File: config.mk
export PLATFORM = sky130hd
export DESIGN_NAME = mem_port_arb_flat
export DESIGN_NICKNAME = d
export VERILOG_FILES = /design/src/rtl/mem_port_arb_if.sv /design/src/rtl/mem_port_arb.sv /design/src/flat_wrapper.sv
export SDC_FILE = /design/constraint.sdc
export NUM_CORES = 1
export LEC_CHECK = 0
export CORE_AREA = 2 2 112 114
export CTS_CLUSTER_DIAMETER = 80
export DETAILED_ROUTE_END_ITERATION = 16
export DIE_AREA = 0 0 114 116
export PLACE_DENSITY = 0.6
export SETUP_SLACK_MARGIN = 0.5
export SLEW_MARGIN = 40
export SYNTH_ARGS = -nofsm -noshare
export SYNTH_HDL_FRONTEND = slang
export SYNTH_SLANG_ARGS = --single-unit
File: constraint.sdc
create_clock -name clk_i -period 6.7 [get_ports clk_i]
set_input_delay 1.005 -clock clk_i [delete_from_list [all_inputs] [get_ports clk_i]]
set_output_delay 1.005 -clock clk_i [all_outputs]
set_load 0.1 [all_outputs]
File: src/rtl/mem_port_arb_if.sv
`default_nettype none
// ============================================================================
// mem_port_arb_if
// Instruction, data and memory request/response bundle for mem_port_arb.
// Revision: 1.0
// ============================================================================
interface mem_port_arb_if;
    // core instruction request / response
    logic        ireqready_o;
    logic        ireqvalid_i;
    logic [1:0]  ireqhpl_i;
    logic [31:0] ireqaddr_i;
    logic        irspready_i;
    logic        irspvalid_o;
    logic        irsprerr_o;
    logic [31:0] irspdata_o;
    // core data request / response
    logic        dreqready_o;
    logic        dreqvalid_i;
    logic [1:0]  dreqsize_i;
    logic        dreqdvalid_i;
    logic [1:0]  dreqhpl_i;
    logic [31:0] dreqaddr_i;
    logic [31:0] dreqdata_i;
    logic        drspready_i;
    logic        drspvalid_o;
    logic        drsprerr_o;
    logic        drspwerr_o;
    logic [31:0] drspdata_o;
    // memory request / response
    logic        mreqready_i;
    logic        mreqvalid_o;
    logic [1:0]  mreqsize_o;
    logic        mreqdvalid_o;
    logic [1:0]  mreqhpl_o;
    logic [31:0] mreqaddr_o;
    logic [31:0] mreqdata_o;
    logic        mrspready_o;
    logic        mrspvalid_i;
    logic        mrsprerr_i;
    logic        mrspwerr_i;
    logic [31:0] mrspdata_i;

    modport slave (
        output ireqready_o, input  ireqvalid_i, ireqhpl_i, ireqaddr_i,
        input  irspready_i, output irspvalid_o, irsprerr_o, irspdata_o,
        output dreqready_o, input  dreqvalid_i, dreqsize_i, dreqdvalid_i,
        input  dreqhpl_i, dreqaddr_i, dreqdata_i,
        input  drspready_i, output drspvalid_o, drsprerr_o, drspwerr_o, drspdata_o,
        input  mreqready_i, output mreqvalid_o, mreqsize_o, mreqdvalid_o,
        output mreqhpl_o, mreqaddr_o, mreqdata_o,
        output mrspready_o, input  mrspvalid_i, mrsprerr_i, mrspwerr_i, mrspdata_i
    );

    modport master (
        input  ireqready_o, output ireqvalid_i, ireqhpl_i, ireqaddr_i,
        output irspready_i, input  irspvalid_o, irsprerr_o, irspdata_o,
        input  dreqready_o, output dreqvalid_i, dreqsize_i, dreqdvalid_i,
        output dreqhpl_i, dreqaddr_i, dreqdata_i,
        output drspready_i, input  drspvalid_o, drsprerr_o, drspwerr_o, drspdata_o,
        output mreqready_i, input  mreqvalid_o, mreqsize_o, mreqdvalid_o,
        input  mreqhpl_o, mreqaddr_o, mreqdata_o,
        input  mrspready_o, output mrspvalid_i, mrsprerr_i, mrspwerr_i, mrspdata_i
    );
endinterface
`default_nettype wire

File: src/rtl/mem_port_arb.sv
`default_nettype none
// ============================================================================
// mem_port_arb
// Merges instruction and data ports onto one memory port; a routing FIFO of
// source IDs steers in-order responses back. MERLIN_ARB_DPRIO_EN selects
// fixed data-over-instruction priority instead of round-robin.
// Revision: 1.0
// ============================================================================
module mem_port_arb #(
    parameter int C_FIFO_DEPTH_X = 2
) (
    input  logic          clk_i,
    input  logic          resetb_i,
    input  logic          clk_en_i,
    mem_port_arb_if.slave bus
);

    localparam int DEPTH = 2 ** C_FIFO_DEPTH_X;
    localparam logic [C_FIFO_DEPTH_X:0] FULL_CNT = {1'b1, {C_FIFO_DEPTH_X{1'b0}}};

    typedef enum logic {
        SRC_I = 1'b0,
        SRC_D = 1'b1
    } src_e;

    src_e                      last_q, last_d;
    src_e                      lock_src_q, lock_src_d;
    logic                      lock_q, lock_d;
    logic [DEPTH-1:0]          id_mem_q, id_mem_d;
    logic [C_FIFO_DEPTH_X-1:0] wr_ptr_q, wr_ptr_d;
    logic [C_FIFO_DEPTH_X-1:0] rd_ptr_q, rd_ptr_d;
    logic [C_FIFO_DEPTH_X:0]   count_q, count_d;

    src_e gnt;
    src_e head_src;
    logic fifo_full;
    logic fifo_empty;
    logic src_valid;
    logic req_valid;
    logic req_fire;
    logic route_i;
    logic route_d;
    logic rsp_ready;
    logic rsp_fire;

    assign fifo_full  = (count_q == FULL_CNT);
    assign fifo_empty = (count_q == '0);

    // Grant: a stalled request keeps its source until accepted
    always_comb begin
        gnt = SRC_I;
        if (lock_q) begin
            gnt = lock_src_q;
        end
`ifdef MERLIN_ARB_DPRIO_EN
        else if (bus.dreqvalid_i) begin
            gnt = SRC_D;
        end
`else
        else if (bus.ireqvalid_i && bus.dreqvalid_i) begin
            gnt = (last_q == SRC_D) ? SRC_I : SRC_D;
        end
        else if (bus.dreqvalid_i) begin
            gnt = SRC_D;
        end
`endif
    end

    assign src_valid = (gnt == SRC_D) ? bus.dreqvalid_i : bus.ireqvalid_i;
    assign req_valid = resetb_i && !fifo_full && src_valid;
    assign req_fire  = clk_en_i && req_valid && bus.mreqready_i;

    assign bus.mreqvalid_o  = req_valid;
    assign bus.ireqready_o  = resetb_i && !fifo_full && (gnt == SRC_I) && bus.mreqready_i;
    assign bus.dreqready_o  = resetb_i && !fifo_full && (gnt == SRC_D) && bus.mreqready_i;
    assign bus.mreqsize_o   = (gnt == SRC_D) ? bus.dreqsize_i   : 2'b10;
    assign bus.mreqdvalid_o = (gnt == SRC_D) ? bus.dreqdvalid_i : 1'b0;
    assign bus.mreqhpl_o    = (gnt == SRC_D) ? bus.dreqhpl_i    : bus.ireqhpl_i;
    assign bus.mreqaddr_o   = (gnt == SRC_D) ? bus.dreqaddr_i   : bus.ireqaddr_i;
    assign bus.mreqdata_o   = (gnt == SRC_D) ? bus.dreqdata_i   : 32'h0;

    // Response routing follows the oldest outstanding request
    assign head_src  = src_e'(id_mem_q[rd_ptr_q]);
    assign route_i   = resetb_i && !fifo_empty && (head_src == SRC_I);
    assign route_d   = resetb_i && !fifo_empty && (head_src == SRC_D);
    assign rsp_ready = route_i ? bus.irspready_i :
                       route_d ? bus.drspready_i : 1'b1;
    assign rsp_fire  = clk_en_i && (route_i || route_d) && bus.mrspvalid_i && rsp_ready;

    assign bus.mrspready_o = rsp_ready;
    assign bus.irspvalid_o = route_i && bus.mrspvalid_i;
    assign bus.drspvalid_o = route_d && bus.mrspvalid_i;
    assign bus.irsprerr_o  = route_i && bus.mrsprerr_i;
    assign bus.drsprerr_o  = route_d && bus.mrsprerr_i;
    assign bus.drspwerr_o  = route_d && bus.mrspwerr_i;
    assign bus.irspdata_o  = bus.mrspdata_i;
    assign bus.drspdata_o  = bus.mrspdata_i;

    always_comb begin
        last_d     = last_q;
        lock_d     = lock_q;
        lock_src_d = lock_src_q;
        id_mem_d   = id_mem_q;
        wr_ptr_d   = wr_ptr_q;
        rd_ptr_d   = rd_ptr_q;
        count_d    = count_q;
        if (clk_en_i) begin
            lock_d     = req_valid && !bus.mreqready_i;
            lock_src_d = gnt;
            if (req_fire) begin
                last_d             = gnt;
                id_mem_d[wr_ptr_q] = gnt;
                wr_ptr_d           = wr_ptr_q + 1'b1;
            end
            if (rsp_fire) begin
                rd_ptr_d = rd_ptr_q + 1'b1;
            end
            case ({req_fire, rsp_fire})
                2'b10:   count_d = count_q + 1'b1;
                2'b01:   count_d = count_q - 1'b1;
                default: count_d = count_q;
            endcase
        end
    end

    always_ff @(posedge clk_i or negedge resetb_i) begin
        if (!resetb_i) begin
            last_q     <= SRC_D;
            lock_q     <= 1'b0;
            lock_src_q <= SRC_I;
            id_mem_q   <= '0;
            wr_ptr_q   <= '0;
            rd_ptr_q   <= '0;
            count_q    <= '0;
        end else begin
            last_q     <= last_d;
            lock_q     <= lock_d;
            lock_src_q <= lock_src_d;
            id_mem_q   <= id_mem_d;
            wr_ptr_q   <= wr_ptr_d;
            rd_ptr_q   <= rd_ptr_d;
            count_q    <= count_d;
        end
    end

endmodule
`default_nettype wire

File: src/flat_wrapper.sv
// flat-port wrapper written by rule: the top's interface ports become plain ports
module mem_port_arb_flat 
#(
    parameter int C_FIFO_DEPTH_X = 2
)
  (clk_i, resetb_i, clk_en_i, bus_ireqready_o, bus_ireqvalid_i, bus_ireqhpl_i, bus_ireqaddr_i, bus_irspready_i, bus_irspvalid_o, bus_irsprerr_o, bus_irspdata_o, bus_dreqready_o, bus_dreqvalid_i, bus_dreqsize_i, bus_dreqdvalid_i, bus_dreqhpl_i, bus_dreqaddr_i, bus_dreqdata_i, bus_drspready_i, bus_drspvalid_o, bus_drsprerr_o, bus_drspwerr_o, bus_drspdata_o, bus_mreqready_i, bus_mreqvalid_o, bus_mreqsize_o, bus_mreqdvalid_o, bus_mreqhpl_o, bus_mreqaddr_o, bus_mreqdata_o, bus_mrspready_o, bus_mrspvalid_i, bus_mrsprerr_i, bus_mrspwerr_i, bus_mrspdata_i);
  mem_port_arb_if bus_i ();
  input  logic clk_i;
  input  logic resetb_i;
  input  logic clk_en_i;
  output wire logic [$bits(bus_i.ireqready_o)-1:0] bus_ireqready_o;
  input wire logic [$bits(bus_i.ireqvalid_i)-1:0] bus_ireqvalid_i;
  input wire logic [$bits(bus_i.ireqhpl_i)-1:0] bus_ireqhpl_i;
  input wire logic [$bits(bus_i.ireqaddr_i)-1:0] bus_ireqaddr_i;
  input wire logic [$bits(bus_i.irspready_i)-1:0] bus_irspready_i;
  output wire logic [$bits(bus_i.irspvalid_o)-1:0] bus_irspvalid_o;
  output wire logic [$bits(bus_i.irsprerr_o)-1:0] bus_irsprerr_o;
  output wire logic [$bits(bus_i.irspdata_o)-1:0] bus_irspdata_o;
  output wire logic [$bits(bus_i.dreqready_o)-1:0] bus_dreqready_o;
  input wire logic [$bits(bus_i.dreqvalid_i)-1:0] bus_dreqvalid_i;
  input wire logic [$bits(bus_i.dreqsize_i)-1:0] bus_dreqsize_i;
  input wire logic [$bits(bus_i.dreqdvalid_i)-1:0] bus_dreqdvalid_i;
  input wire logic [$bits(bus_i.dreqhpl_i)-1:0] bus_dreqhpl_i;
  input wire logic [$bits(bus_i.dreqaddr_i)-1:0] bus_dreqaddr_i;
  input wire logic [$bits(bus_i.dreqdata_i)-1:0] bus_dreqdata_i;
  input wire logic [$bits(bus_i.drspready_i)-1:0] bus_drspready_i;
  output wire logic [$bits(bus_i.drspvalid_o)-1:0] bus_drspvalid_o;
  output wire logic [$bits(bus_i.drsprerr_o)-1:0] bus_drsprerr_o;
  output wire logic [$bits(bus_i.drspwerr_o)-1:0] bus_drspwerr_o;
  output wire logic [$bits(bus_i.drspdata_o)-1:0] bus_drspdata_o;
  input wire logic [$bits(bus_i.mreqready_i)-1:0] bus_mreqready_i;
  output wire logic [$bits(bus_i.mreqvalid_o)-1:0] bus_mreqvalid_o;
  output wire logic [$bits(bus_i.mreqsize_o)-1:0] bus_mreqsize_o;
  output wire logic [$bits(bus_i.mreqdvalid_o)-1:0] bus_mreqdvalid_o;
  output wire logic [$bits(bus_i.mreqhpl_o)-1:0] bus_mreqhpl_o;
  output wire logic [$bits(bus_i.mreqaddr_o)-1:0] bus_mreqaddr_o;
  output wire logic [$bits(bus_i.mreqdata_o)-1:0] bus_mreqdata_o;
  output wire logic [$bits(bus_i.mrspready_o)-1:0] bus_mrspready_o;
  input wire logic [$bits(bus_i.mrspvalid_i)-1:0] bus_mrspvalid_i;
  input wire logic [$bits(bus_i.mrsprerr_i)-1:0] bus_mrsprerr_i;
  input wire logic [$bits(bus_i.mrspwerr_i)-1:0] bus_mrspwerr_i;
  input wire logic [$bits(bus_i.mrspdata_i)-1:0] bus_mrspdata_i;
  assign bus_ireqready_o = bus_i.ireqready_o;
  assign bus_i.ireqvalid_i = bus_ireqvalid_i;
  assign bus_i.ireqhpl_i = bus_ireqhpl_i;
  assign bus_i.ireqaddr_i = bus_ireqaddr_i;
  assign bus_i.irspready_i = bus_irspready_i;
  assign bus_irspvalid_o = bus_i.irspvalid_o;
  assign bus_irsprerr_o = bus_i.irsprerr_o;
  assign bus_irspdata_o = bus_i.irspdata_o;
  assign bus_dreqready_o = bus_i.dreqready_o;
  assign bus_i.dreqvalid_i = bus_dreqvalid_i;
  assign bus_i.dreqsize_i = bus_dreqsize_i;
  assign bus_i.dreqdvalid_i = bus_dreqdvalid_i;
  assign bus_i.dreqhpl_i = bus_dreqhpl_i;
  assign bus_i.dreqaddr_i = bus_dreqaddr_i;
  assign bus_i.dreqdata_i = bus_dreqdata_i;
  assign bus_i.drspready_i = bus_drspready_i;
  assign bus_drspvalid_o = bus_i.drspvalid_o;
  assign bus_drsprerr_o = bus_i.drsprerr_o;
  assign bus_drspwerr_o = bus_i.drspwerr_o;
  assign bus_drspdata_o = bus_i.drspdata_o;
  assign bus_i.mreqready_i = bus_mreqready_i;
  assign bus_mreqvalid_o = bus_i.mreqvalid_o;
  assign bus_mreqsize_o = bus_i.mreqsize_o;
  assign bus_mreqdvalid_o = bus_i.mreqdvalid_o;
  assign bus_mreqhpl_o = bus_i.mreqhpl_o;
  assign bus_mreqaddr_o = bus_i.mreqaddr_o;
  assign bus_mreqdata_o = bus_i.mreqdata_o;
  assign bus_mrspready_o = bus_i.mrspready_o;
  assign bus_i.mrspvalid_i = bus_mrspvalid_i;
  assign bus_i.mrsprerr_i = bus_mrsprerr_i;
  assign bus_i.mrspwerr_i = bus_mrspwerr_i;
  assign bus_i.mrspdata_i = bus_mrspdata_i;
  mem_port_arb #(.C_FIFO_DEPTH_X(C_FIFO_DEPTH_X)) u_core (.clk_i(clk_i), .resetb_i(resetb_i), .clk_en_i(clk_en_i), .bus(bus_i));
endmodule
==> impl_metrics.tcl <==
set metrics [dict create \
    post-cts-setup-buffers 0 \
    synthFlopType "dfrtp_1" \
    worstSetupEndpointType "primary output" \
    antenna_found_initial 0 \
    power_leakage_uw 0.00150 \
    syn-mean-instance-area_um2 8.66 \
    nNetsFinal 511 \
    finalInstanceArea_um2 3320 \
    clkSinkCount 14 \
    rsz0062_at_grt "no" \
    die_w_um 114 \
    post-route-drc-count 0 \
    ys_warn_count 0 \
    io_pins 288 \
    diodes 0 \
    rows 40 \
    hold_viol 0 \
    grt_max_degree 38 \
    gp_congestion 0.682 \
    grt_overflow 0 \
    cts_made_buffers 3 \
    grt_pass1_vias 2057 \
    pwr_density_cell_nw_per_um2 379 \
    min_path_type "flop to flop" \
    yosysMostFrequentCell "buf_4" \
    drive_above_1_share_pct 34.1 \
    min_from "u_core.count_q[2]" \
    tightest_slew_ns 0.541 \
    floorplan.initialDensity_pct 16.9 \
    cts_buffer_depth 2 \
    vias 2034 \
    ys_ff_latch 14 \
    critical-path-slowest-cell "clkdlybuf4s50_1" \
    crit_required_ns 5.69 \
    crit_start "bus_ireqvalid_i" \
    crit_chain "clkdlybuf4s50_1 > nand2_1 > and3_1 > a21oi_4 > buf_4 > mux2_2 > buf_2" \
    root_buffer "clkbuf_16" \
    ant_nets 0 \
    post-route-period-util_pct 62.3 \
    worst_slack_ns 2.53 \
    whs_ns 0.480 \
    synth-seq-area-share_pct 17.5 \
    drt-pass1-iter-count 4 \
    place_hpwl_um 6140 \
    dieArea_um2 13200 \
    fmax_ghz 0.240 \
    die_h_um 116 \
    arrival_ns 3.17 \
    critPathKind "input port to primary output" \
    track_usage_pct 9.54 \
    yosys-top-cells-area "buf_4 24%, mux2_2 17%, dfrtp_1 16%" \
    cp-start-kind "input port" \
    period_needed_ns 4.17 \
    fin_worst_skew_ns 0.00123 \
    r2r_start "u_core.rd_ptr_q[1]" \
    cts_tree "done" \
    synth_edf_count 0 \
    max_stage_delay_ns 0.50 \
    avgViaCountPerCell 4.03 \
    cts_resized 0 \
    nFillCells 1273 \
    syn_inst 232 \
    crit_fanout 14 \
    core_um2 11900 \
    synthArstFlopShare_pct 100 \
    postCtsHoldBufs 0 \
    htreeDepth 1 \
    relSlewSlack_pct 63.9 \
    path_clk_slew_ns 0.05 \
    drt-initial-drc-count 66 \
    placed_cell_area_um2 3240 \
    multi_input_area_um2 1120 \
    drt-total-wl_um 7090 \
    seq_area_um2 352 \
    syn_area_um2 2010 \
    areaGrowthSynthToFinish_pct 65.1 \
    grt_pass1_wl_um 10000 \
    place_ws_ns 2.45 \
    wl_per_cell_um 14.0 \
    syn-num-nets 384 \
    setup_viol 0 \
    synth_top_area_share_pct 23.9 \
    drv_cap 0 \
    clk_latency_ns 0.24 \
    synth_cell_types 33 \
    io_buffers 191 \
    vdd_drop_max_mv 0.158 \
    slew_violations 0 \
    synth_area_leader_cell "buf_4" \
    fin_setup_tns_ns 0 \
    synthTopCellsByCount "64 x buf_4, 35 x and2_1, 31 x mux2_2" \
    outcome "complete, no violations" \
]
==> report_power, final <==
group          leakage, uW  switching, uW  internal [uW]
combinational      0.00129            749            237
clock            0.0000382           33.1           80.3
sequential        0.000173           31.7            125
==> critical path: cells and delay by family <==
kind	cells	cell delay [ns]
multiplexers	1	0.36
buffers and inverters	3	1.08
AND/OR/NAND/NOR	2	0.27
AO/OA/AOI/OAI	1	0.44
==> state kept, by name, summed over array words and instances (netlist names) <==
name	count
u_core.count_q	3
u_core.last_q	1
u_core.rd_ptr_q	2
u_core.lock_q	1
u_core.lock_src_q	1
u_core.wr_ptr_q	2
u_core.id_mem_q	4
==> layer usage <==
metal  vias to the layer above  part of all wire (%)  global-route usage [%]  wire length, um
li1                        956                     -                       -                -
met1                       912                    34                    9.63             2380
met2                       153                    53                    19.3             3790
met3                        13                    12                    2.41              838
met4                         0                   1.2                    2.44               85
met5                         -                     0                       0                0
==> path summary, 6_finish.rpt <==
path,slack [ns],end,cells after the start
worst max register to register,4.27,u_core.count_q[2],10
worst min register to register,0.48,u_core.count_q[2],1
max in group asynchronous,5.35,u_core.last_q,2
min in group asynchronous,1.09,u_core.count_q[1],2
worst max-delay path,2.53,bus_mreqaddr_o[28],7
worst min-delay path,0.48,u_core.count_q[2],1
==> cell type report <==
type	count	area share (%)
Tap cell	147	5.55
Timing Repair Buffer	194	46.8
Clock buffer	4	2.38
Multi-Input combinational cell	138	33.8
Sequential cell	14	10.6
Inverter	8	0.906
==> stage by stage <==
step | std cells | power (uW) | utilization, %
after detailed placement | 501 | 1150 | 27.2
final | 505 | 1260 | 27.8
after floorplan | 232 | 1140 | -
after global routing | 505 | 1320 | 27.8
after CTS | 505 | 1270 | 27.8
after global placement | 500 | 1220 | 30.3
==> layout by cell type (no fill, tap or decap), types with 2 or more instances in the layout <==
master           synthesis  layout
mux2_4                   2       2
mux2_1                   3       3
buf_2                    4      78
inv_1                    8       8
o21ai_0                  7       7
nor2_1                   8       8
xnor2_1                  2       2
clkbuf_16                0       3
ha_1                     5       5
or3b_1                   2       2
dfrtp_1                 13      13
nand2_1                  7       7
xor2_1                   3       3
clkdlybuf4s50_1          0     113
nand2b_1                 2       2
mux2i_1                  6       6
and3_1                   4       4
o31ai_1                  5       5
buf_4                   64       2
and2_1                  35      35
mux2_2                  31      31
nand3_1                  5       5
==> kinds of logic (layout without fill, tap and decap cells) <==
family / Yosys count / in the layout / synth area share [%]
buffers and inverters: 80 / 206 / 27.2
adders and majority gates: 6 / 6 / 4.11
muxes: 42 / 42 / 23.6
DFF: 14 / 14 / 17.5
AOI/OAI and AO/OA: 18 / 18 / 6.23
and+or+nand+nor: 67 / 67 / 19.3
xor gates and xnor gates: 5 / 5 / 2.18
No activity file was read; power rests on OpenSTA's default activity.
